**src/rtl/filtro_fir_seq.sv**
```systemverilog
// filtro_fir_seq: signed fixed-point FIR filter built around one shared
// multiplier. Each filter output takes one multiply-accumulate per tap.
//
// Operation
//   - An internal divider produces the sample tick and the clk_r square wave.
//   - On each tick the input sample enters the delay line.
//   - The FSM then walks the taps (MAC), rounds and limits the sum (ROUND),
//     and publishes it (OUT).
//
// Build option
//   FILTRO_SAT_EN : when defined, ROUND clamps out-of-range results to the
//                   WIDTH-bit signed limits. When undefined, the result wraps
//                   to its low WIDTH bits and no clamp logic is built.
//
// Coefficient write interface
//   coef_we is a single-cycle write strobe. It has no handshake and no queue.
//   - A write is taken on the clock edge only if coef_busy is low in that cycle.
//   - Otherwise the write is dropped.
//   - Writes to coef_addr >= TAPS are ignored.
//
// Output interface
//   data_valid is a one-cycle pulse. It marks the clock cycle in which
//   data_out first holds a new result. data_out holds its value between
//   pulses.
//
// State visibility
//   state_dbg exposes the FSM state (0 IDLE, 1 MAC, 2 ROUND, 3 OUT).
module filtro_fir_seq #(
  parameter int WIDTH = 20,
  parameter int FRAC  = 10,
  parameter int TAPS  = 8,
  parameter int DIV   = 17
) (
  input  logic                     clk,
  input  logic                     rst,
  input  logic [WIDTH-1:0]         data_i,
  input  logic                     coef_we,
  input  logic [$clog2(TAPS)-1:0]  coef_addr,
  input  logic [WIDTH-1:0]         coef_data,
  output logic                     coef_busy,
  output logic                     clk_r,
  output logic                     data_valid,
  output logic [WIDTH-1:0]         data_out,
  output logic [1:0]               state_dbg
);

  localparam int IDX_W    = $clog2(TAPS);
  localparam int CNT_W    = $clog2(DIV);
  localparam int PROD_W   = 2 * WIDTH;
  localparam int ACC_W    = PROD_W + IDX_W;
  localparam int SH_W     = ACC_W - FRAC;
  localparam int HALF_DIV = DIV / 2;
  localparam bit TAPS_POW2 = ((1 << IDX_W) == TAPS);

  localparam logic [IDX_W-1:0] LAST_TAP = IDX_W'(TAPS - 1);
  localparam logic [CNT_W-1:0] CNT_LAST = CNT_W'(DIV - 1);
  localparam logic [CNT_W-1:0] CNT_HALF = CNT_W'(HALF_DIV);
  localparam logic [WIDTH-1:0] COEF_ONE = WIDTH'(1) << FRAC;
  localparam logic [ACC_W-1:0] RND_HALF = ACC_W'(1) << (FRAC - 1);

  // Reject parameter sets for which the schedule cannot work.
  // The MAC, ROUND and OUT phases must all finish before the next tick.
  generate
    if (TAPS < 2) begin : g_bad_taps
      $error("filtro_fir_seq: TAPS must be at least 2");
    end
    if (DIV < TAPS + 3) begin : g_bad_div
      $error("filtro_fir_seq: DIV must be at least TAPS+3");
    end
  endgenerate

  typedef enum logic [1:0] {
    S_IDLE  = 2'd0,
    S_MAC   = 2'd1,
    S_ROUND = 2'd2,
    S_OUT   = 2'd3
  } state_t;

  state_t state, state_nxt;

  logic [CNT_W-1:0] cnt;
  logic             tick;

  logic [WIDTH-1:0] x_q    [TAPS];
  logic [WIDTH-1:0] coef_q [TAPS];

  logic [IDX_W-1:0] tap_i;
  logic [ACC_W-1:0] acc;
  logic [WIDTH-1:0] r_q;

  logic             acc_clr;
  logic             mac_en;
  logic             round_en;
  logic             out_en;
  logic             addr_ok;
  logic             coef_wr_ok;

  logic [WIDTH-1:0]  x_sel;
  logic [WIDTH-1:0]  c_sel;
  logic [PROD_W-1:0] x_ext;
  logic [PROD_W-1:0] c_ext;
  logic [PROD_W-1:0] prod;
  logic [ACC_W-1:0]  prod_ext;
  logic [ACC_W-1:0]  acc_rnd;
  logic [SH_W-1:0]   r_full;
  logic [WIDTH-1:0]  r_lim;
  logic              unused_rnd_bits;

  assign state_dbg = state;
  assign tick      = (cnt == '0);

  // Sample-rate divider.
  // clk_r is registered, so it trails the counter by one clock.
  // It resets low.
  always_ff @(posedge clk or negedge rst) begin
    if (!rst) begin
      cnt   <= '0;
      clk_r <= 1'b0;
    end else begin
      cnt   <= (cnt == CNT_LAST) ? '0 : cnt + CNT_W'(1);
      clk_r <= (cnt < CNT_HALF);
    end
  end

  // Delay line: on every tick the newest sample enters x[0].
  // The oldest sample drops off the end.
  always_ff @(posedge clk or negedge rst) begin
    if (!rst) begin
      for (int k = 0; k < TAPS; k++) begin
        x_q[k] <= '0;
      end
    end else if (tick) begin
      x_q[0] <= data_i;
      for (int k = 1; k < TAPS; k++) begin
        x_q[k] <= x_q[k-1];
      end
    end
  end

  // Address range check.
  // It is only needed when TAPS does not fill the address space.
  generate
    if (TAPS_POW2) begin : g_addr_full
      assign addr_ok = 1'b1;
    end else begin : g_addr_chk
      assign addr_ok = (coef_addr < IDX_W'(TAPS));
    end
  endgenerate

  assign coef_wr_ok = coef_we && !coef_busy && addr_ok;

  // Coefficient bank.
  // It resets to identity: tap 0 = 1.0, all other taps = 0.
  always_ff @(posedge clk or negedge rst) begin
    if (!rst) begin
      coef_q[0] <= COEF_ONE;
      for (int k = 1; k < TAPS; k++) begin
        coef_q[k] <= '0;
      end
    end else begin
      for (int k = 0; k < TAPS; k++) begin
        if (coef_wr_ok && (coef_addr == IDX_W'(k))) begin
          coef_q[k] <= coef_data;
        end
      end
    end
  end

  // FSM state register.
  always_ff @(posedge clk or negedge rst) begin
    if (!rst) begin
      state <= S_IDLE;
    end else begin
      state <= state_nxt;
    end
  end

  // FSM next-state.
  // A tick only arrives while idle, because DIV >= TAPS+3.
  always_comb begin
    state_nxt = state;
    case (state)
      S_IDLE:  if (tick) state_nxt = S_MAC;
      S_MAC:   if (tap_i == LAST_TAP) state_nxt = S_ROUND;
      S_ROUND: state_nxt = S_OUT;
      S_OUT:   state_nxt = S_IDLE;
      default: state_nxt = S_IDLE;
    endcase
  end

  // FSM outputs.
  // Busy covers MAC and ROUND, so coefficients stay stable while in use.
  always_comb begin
    coef_busy = 1'b0;
    acc_clr   = 1'b0;
    mac_en    = 1'b0;
    round_en  = 1'b0;
    out_en    = 1'b0;
    case (state)
      S_IDLE: begin
        acc_clr = tick;
      end
      S_MAC: begin
        coef_busy = 1'b1;
        mac_en    = 1'b1;
      end
      S_ROUND: begin
        coef_busy = 1'b1;
        round_en  = 1'b1;
      end
      S_OUT: begin
        out_en = 1'b1;
      end
      default: begin
        coef_busy = 1'b0;
      end
    endcase
  end

  // Shared multiplier.
  // Both operands are sign-extended to the full product width.
  // The low 2*WIDTH bits of the product are then exact.
  assign x_sel    = x_q[tap_i];
  assign c_sel    = coef_q[tap_i];
  assign x_ext    = {{WIDTH{x_sel[WIDTH-1]}}, x_sel};
  assign c_ext    = {{WIDTH{c_sel[WIDTH-1]}}, c_sel};
  assign prod     = x_ext * c_ext;
  assign prod_ext = {{IDX_W{prod[PROD_W-1]}}, prod};

  // Round half up.
  // Taking the bits above FRAC is an arithmetic right shift.
  assign acc_rnd = acc + RND_HALF;
  assign r_full  = acc_rnd[ACC_W-1:FRAC];

`ifdef FILTRO_SAT_EN
  // Clamp when the bits above the WIDTH-bit sign bit disagree with it.
  always_comb begin
    r_lim = r_full[WIDTH-1:0];
    if (r_full[SH_W-1:WIDTH-1] != {(SH_W-WIDTH+1){r_full[SH_W-1]}}) begin
      r_lim = r_full[SH_W-1] ? {1'b1, {(WIDTH-1){1'b0}}}
                             : {1'b0, {(WIDTH-1){1'b1}}};
    end
  end
  assign unused_rnd_bits = ^acc_rnd[FRAC-1:0];
`else
  // Two's-complement wrap: keep only the low WIDTH bits.
  assign r_lim           = r_full[WIDTH-1:0];
  assign unused_rnd_bits = ^{acc_rnd[FRAC-1:0], r_full[SH_W-1:WIDTH]};
`endif

  // MAC datapath and result register.
  // - The tick clears the accumulator and tap index.
  // - MAC adds one product per cycle.
  // - ROUND latches the rounded, limited result.
  always_ff @(posedge clk or negedge rst) begin
    if (!rst) begin
      acc   <= '0;
      tap_i <= '0;
      r_q   <= '0;
    end else begin
      if (acc_clr) begin
        acc   <= '0;
        tap_i <= '0;
      end else if (mac_en) begin
        acc   <= acc + prod_ext;
        tap_i <= (tap_i == LAST_TAP) ? '0 : tap_i + IDX_W'(1);
      end
      if (round_en) begin
        r_q <= r_lim;
      end
    end
  end

  // Output register.
  // data_valid is high only in the cycle after OUT, which is when
  // data_out takes its new value.
  always_ff @(posedge clk or negedge rst) begin
    if (!rst) begin
      data_out   <= '0;
      data_valid <= 1'b0;
    end else begin
      data_valid <= out_en;
      if (out_en) begin
        data_out <= r_q;
      end
    end
  end

endmodule
```
**config.mk**
```make
export PLATFORM = sky130hd
export DESIGN_NAME = filtro_fir_seq
export DESIGN_NICKNAME = d
export VERILOG_FILES = /design/src/rtl/filtro_fir_seq.sv
export SDC_FILE = /design/constraint.sdc
export NUM_CORES = 2
export LEC_CHECK = 0
export CAP_MARGIN = 0
export CORE_UTILIZATION = 28
export CTS_BUF_LIST = sky130_fd_sc_hd__clkbuf_2 sky130_fd_sc_hd__clkbuf_4 sky130_fd_sc_hd__clkbuf_8
export DETAILED_ROUTE_END_ITERATION = 10
export SLEW_MARGIN = 20
export SYNTH_ARGS = -nofsm -noshare
export SYNTH_HDL_FRONTEND = slang
export SYNTH_SLANG_ARGS = --single-unit
```
**constraint.sdc**
```tcl
create_clock -name clk -period 12.4 [get_ports clk]
set_input_delay 2.48 -clock clk [delete_from_list [all_inputs] [get_ports clk]]
set_output_delay 2.48 -clock clk [all_outputs]
set_load 0.02 [all_outputs]
```
Word-level counts from Yosys, hierarchy flattened
Cells that the tools add are included.
{"block": "classes", "bitwise_logic": 1, "n_mux": 20, "magnitude_cmp": 2, "reduce_logical": 16, "n_addsub": 4, "mul": 1, "eq_ne": 14}
{"op": "$bmux W20 S3", "count": 2}
{"op": "$mux W43", "count": 2}
{"op": "$mux W20", "count": 4}
{"op": "$add A43 B43 Y43", "count": 1}
{"op": "$mul A20 B20 Y40", "count": 1}
{"op": "$add A30 B10 Y30 const B", "count": 1}
{"op": "$eq A3 B3 Y1 const B", "count": 5}
{"op": "$logic_and A1 B1 Y1", "count": 9}
{"op": "$mux W3", "count": 3}
{"op": "$pmux W2 S4", "count": 1}
{"op": "$eq A3 B2 Y1 const B", "count": 2}
{"op": "$add A5 B1 Y5 const B", "count": 1}
{"op": "$eq A5 B5 Y1 const B", "count": 1}
{"op": "$logic_not A5 Y1", "count": 1}
{"op": "$lt A5 B4 Y1 const B", "count": 1}
{"op": "$mux W1", "count": 5}
{"op": "$mux W5", "count": 1}
{"op": "$eq A2 B2 Y1 const B", "count": 2}
{"op": "$ge A4 B4 Y1 const B", "count": 1}
{"op": "$mux W2", "count": 2}
{"op": "$ne A2 B2 Y1 const B", "count": 2}
{"op": "$not A3 Y4", "count": 1}
{"op": "$add A3 B1 Y3 const B", "count": 1}
{"op": "$eq A3 B1 Y1 const B", "count": 1}
{"op": "7 further kinds", "count": 7}
{"block": "totals", "output_inout_bits": 25, "register_bits": 415, "in_bits": 46, "elab_cells": 82}

Longest topological paths before layout
{"block": "logic_depth", "depth_word": 8, "depth_mapped": 44, "mapped_depth_nobuf": 38}

Worst setup path before layout
No wires, ideal clock.
{"block": "synth_path", "kind": "register to register", "start": "reg tap_i[0]", "end": "reg acc[29]", "arrival_time_ns": 10.180, "path_stages_with_launch": 41, "required_ns": 12.322, "setup_slack_ns": 2.141, "path_cell_list": "dfrtp_1 buf_4 buf_6 buf_2 buf_1 mux4_2 mux2i_1 clkbuf_1 clkbuf_1 nor2_1 fa_1 fa_1 inv_1 fa_1 inv_1 fa_1 ha_1 fa_1 [5 not listed] a21o_1 a21oi_1 o21ai_0 a22oi_1 o221a_2 o21bai_1 a21oi_1 xnor2_1 ha_1 and3_1 and3_1 a22oi_1 o211ai_1 o211a_1 o41ai_1 xnor3_1 or3_1 a21oi_1"}
{"block": "synth_via", "elab_chain_len": 8, "word_cells_on_any_way": 11}
{"item": "from (decl)", "line": "87", "text": "logic [IDX_W-1:0] tap_i;"}
{"item": "from (signal assigned)", "line": "266", "text": "tap_i <= (tap_i == LAST_TAP) ? '0 : tap_i + IDX_W'(1);"}
{"item": "$not A3 Y4 (not written as such) (*)", "line": "223, 224"}
{"item": "$bmux W20 S3, on equally long branches", "line": "223, 224"}
{"item": "$mux W20, on equally long branches (2 in a row)", "line": "223, 224"}
{"item": "$mul A20 B20 Y40 (*)", "line": "227", "text": "assign prod = x_ext * c_ext;"}
{"item": "$add A43 B43 Y43 (*)", "line": "265", "text": "acc <= acc + prod_ext;"}
{"item": "$mux W43 (*)", "line": "264", "text": "end else if (mac_en) begin"}
{"item": "$mux W43 (*)", "line": "261", "text": "if (acc_clr) begin"}
{"item": "to (signal assigned)", "line": "265"}
{"item": "to (decl)", "line": "88", "text": "logic [ACC_W-1:0] acc;"}
Mark *: on every way between the ends. The rest lies on a longest branch, timed or not. The select of a mux whose other input is x is not followed.
A chain may end at the register's enable or synchronous reset.

Final worst setup path
{"block": "layout_path", "start": "reg tap_i[1]", "end": "reg acc[29]"}
Same word-level chain as after synthesis.

==> impl_results.md <==
- Yosys warns: 0
- Max transition margin: 30.1%
- GRT Total Usage: 13.6%
- Filler cells: 11.2k
- TritonCTS clock tree: yes
- Setup crit start kind: register
- Post-DP HPWL: 53.5 mm
- Vias: 20.0k
- TNS Setup: 0 ns
- Fin crit period: 10.88 ns
- Pin count of the biggest net entering global routing: 158
- Slew Viols, Final: 0
- Yosys top cell by area: dfrtp_1
- Via/cell ratio: 4.59
- Most frequent CP cell: fa_1
- IO Port Bufs: 70
- Clock-pin slew on the worst setup and hold paths: 0.07 ns
- Layout Nets: 3316
- Yosys reg bits: 402
- Final WL: 73.6 mm
- Core area: 0.109 mm2
- Fmax: 91.9 MHz
- Routability congestion estimate from global placement: 0.867
- Avg Cell Area, Syn: 11.3 um2
- Share of cells above drive strength 1: 23.2%
- Post-cts gate resize count: 0
- Ports: 71
- Outcome: finished, final reports clean
- Worst Setup End Kind: register
- Starting density of the core: 28.4%
- Initial DRC count: 1041
- Ys flop type: dfrtp_1
- Cell Count, Final, Fillers Out: 4354
- First-pass GRT wire length: 121 mm
- Final Setup Violations: 0
- Total gr overflow: 0
- Worst-path maximum fanout: 53
- Cts bufs inserted: 71
- Die width: 335 um
- Async S/R FF share, synth: 100%
- Antenna violations before repair: 2
- Worst skew pair latency: 0.67 ns
- Layout Skew: 0.0398 ns
- Max cap viols: 0
- Worst Path Buf+Inv: 5
- Post-synthesis sequential area ratio: 32.4%
- Full die area: 0.112 mm2
- Crit path required time: 12.99 ns
- Unrepaired setup endpoints after global routing: false
- Arr. time, crit path: 11.47 ns
- CTS max path bufs: 3
- DRT antenna net count: 0
- Final Cycle Share: 87.8%
- FP Rows: 121
- Setup bufs post-CTS: 0
- Netlist cell types: 76
- Die height: 335 um
- Placed cell count: 4228
- EDFF count, synth: 0
- Syn nets: 3245
- Top delay family on crit path: adder cells
- Least-Margin Pin Slew: 1.03 ns
- Cell Area, Synth: 0.0311 mm2
- Number of global-route vias before repair: 21.2k
- Drc violations: 0
- Synth area leaders: dfrtp_1, fa_1, mux2_2
- HP Class: reg2reg
- DR WL/cell: 16.9 um
- Final hold vios: 0
- Area Overhead vs Synth: 13.0%
- Drt pass-1 iters: 7
- Clock root buffer: clkbuf_8
- Clk sink count: 402
- Worst path max stage delay: 0.97 ns
- Yosys top cell area share: 32.3%
- Mapped Cells: 2754
- CP max stage cell: dfrtp_4
- CTS H-Tree Depth: 3
- Post-CTS Hold Fix Bufs: 0
- Setup Crit Path Kind: reg2reg
## cells in the mapped netlist (3+ instances only)
cell,instances
inv_1,406
dfrtp_1,401
mux2_2,354
fa_1,311
nor2_1,291
ha_1,134
clkbuf_1,101
nand2_1,88
mux2i_1,78
a21oi_1,70
nand2b_1,60
mux4_2,55
xnor2_1,54
or2_2,34
xor2_1,29
o21ai_0,28
nand3_1,26
a21o_1,20
nor2b_1,16
a22oi_1,15
o21a_1,15
nor3_1,12
and3_1,10
and2_1,9
buf_2,8
o221a_2,8
buf_1,7
nand4_1,7
a31oi_1,6
o21bai_1,6
a211oi_1,5
buf_6,5
nand3b_1,5
or3_1,5
nor3b_1,4
o21ai_1,4
o31ai_1,4
or2b_1,4
a21boi_0,3
a22oi_2,3
o2111ai_1,3
o211ai_1,3
o221ai_1,3
o221ai_2,3
xnor3_1,3
## per-stage QoR
step	utilization, %	setup WS, ns	area (um2)	hold slack (ns)
6_report	32.1	1.52	35100	0.495
2_1_floorplan	-	2.14	31100	0.453
4_1_cts	32.1	1.55	35100	0.493
3_3_place_gp	30.7	1.67	33600	0.481
5_1_grt	32.1	0.846	35100	0.506
3_5_place_dp	30.7	1.57	33600	0.487
## registers in the layout (all words and copies together), names as in the netlist
signal / flops
acc: 30
tap_i: 3
state_dbg: 2
data_out: 20
x_q: 160
r_q: 20
clk_r: 1
coef_q: 160
data_valid: 1
cnt: 5
## kinds of logic after synthesis
logic type,share of synthesized area [%]
adder cells (fa/ha/maj),25.4
XOR/XNOR,2.56
AO/OA/AOI/OAI,4.74
AND/OR/NAND/NOR,8.64
multiplexers,19.5
flip-flops,32.4
buffers and inverters,6.77
## cell usage in the layout (no fill, tap or decap), drive strengths merged, types with 8 or more instances in the layout
master,Yosys,final
clkdlybuf4s50,0,69
mux2i,78,78
nand3,26,26
clkbuf,101,102
and3,10,10
a21oi,70,70
xor2,29,29
mux4,55,55
o21a,15,15
mux2,357,357
a22oi,18,18
fa,311,311
nand2,88,88
nor2,293,293
and2,9,9
nor3,12,12
o21ai,33,33
dfrtp,401,401
ha,134,134
inv,407,410
o221a,8,8
a21o,20,20
nor2b,16,16
buf,25,55
clkinv,1,12
xnor2,54,54
nand2b,60,60
or2,34,34
## metal layers
metal,share of wire [%],global-route usage [%]
met5,0,0
met4,1.7,3.27
met3,4.9,1.96
met2,46,21.6
met1,47,19.3
## final timing paths
path	startpoint	cells past startpoint	slack (ns)	to
hold / removal	cnt[0]	1	0.49	cnt[0]
setup / recovery	tap_i[1]	33	1.52	acc[29]
min in group asynchronous	rst	1	1.78	r_q[19]
max in group asynchronous	rst	3	8.76	coef_q[74]
setup reg to reg	tap_i[1]	33	1.52	acc[29]
hold reg to reg	cnt[0]	1	0.49	cnt[0]
## layout make-up
| class | count | area, um2 | share of cell area [%] |
|---|---|---|---|
| antenna | 2 | 5.00 | 0.0143 |
| clock buffer | 102 | 1270 | 3.62 |
| inverter | 408 | 1530 | 4.36 |
| sequential | 402 | 10100 | 28.7 |
| timing repair buffer | 124 | 1150 | 3.27 |
| tap | 1476 | 1850 | 5.26 |
| clock inverter | 22 | 263 | 0.748 |
| multi-input combinational | 1818 | 19000 | 54.0 |
Power is not shown: default switching activity piles up to over one toggle a cycle in this logic, so the estimate is an artifact.
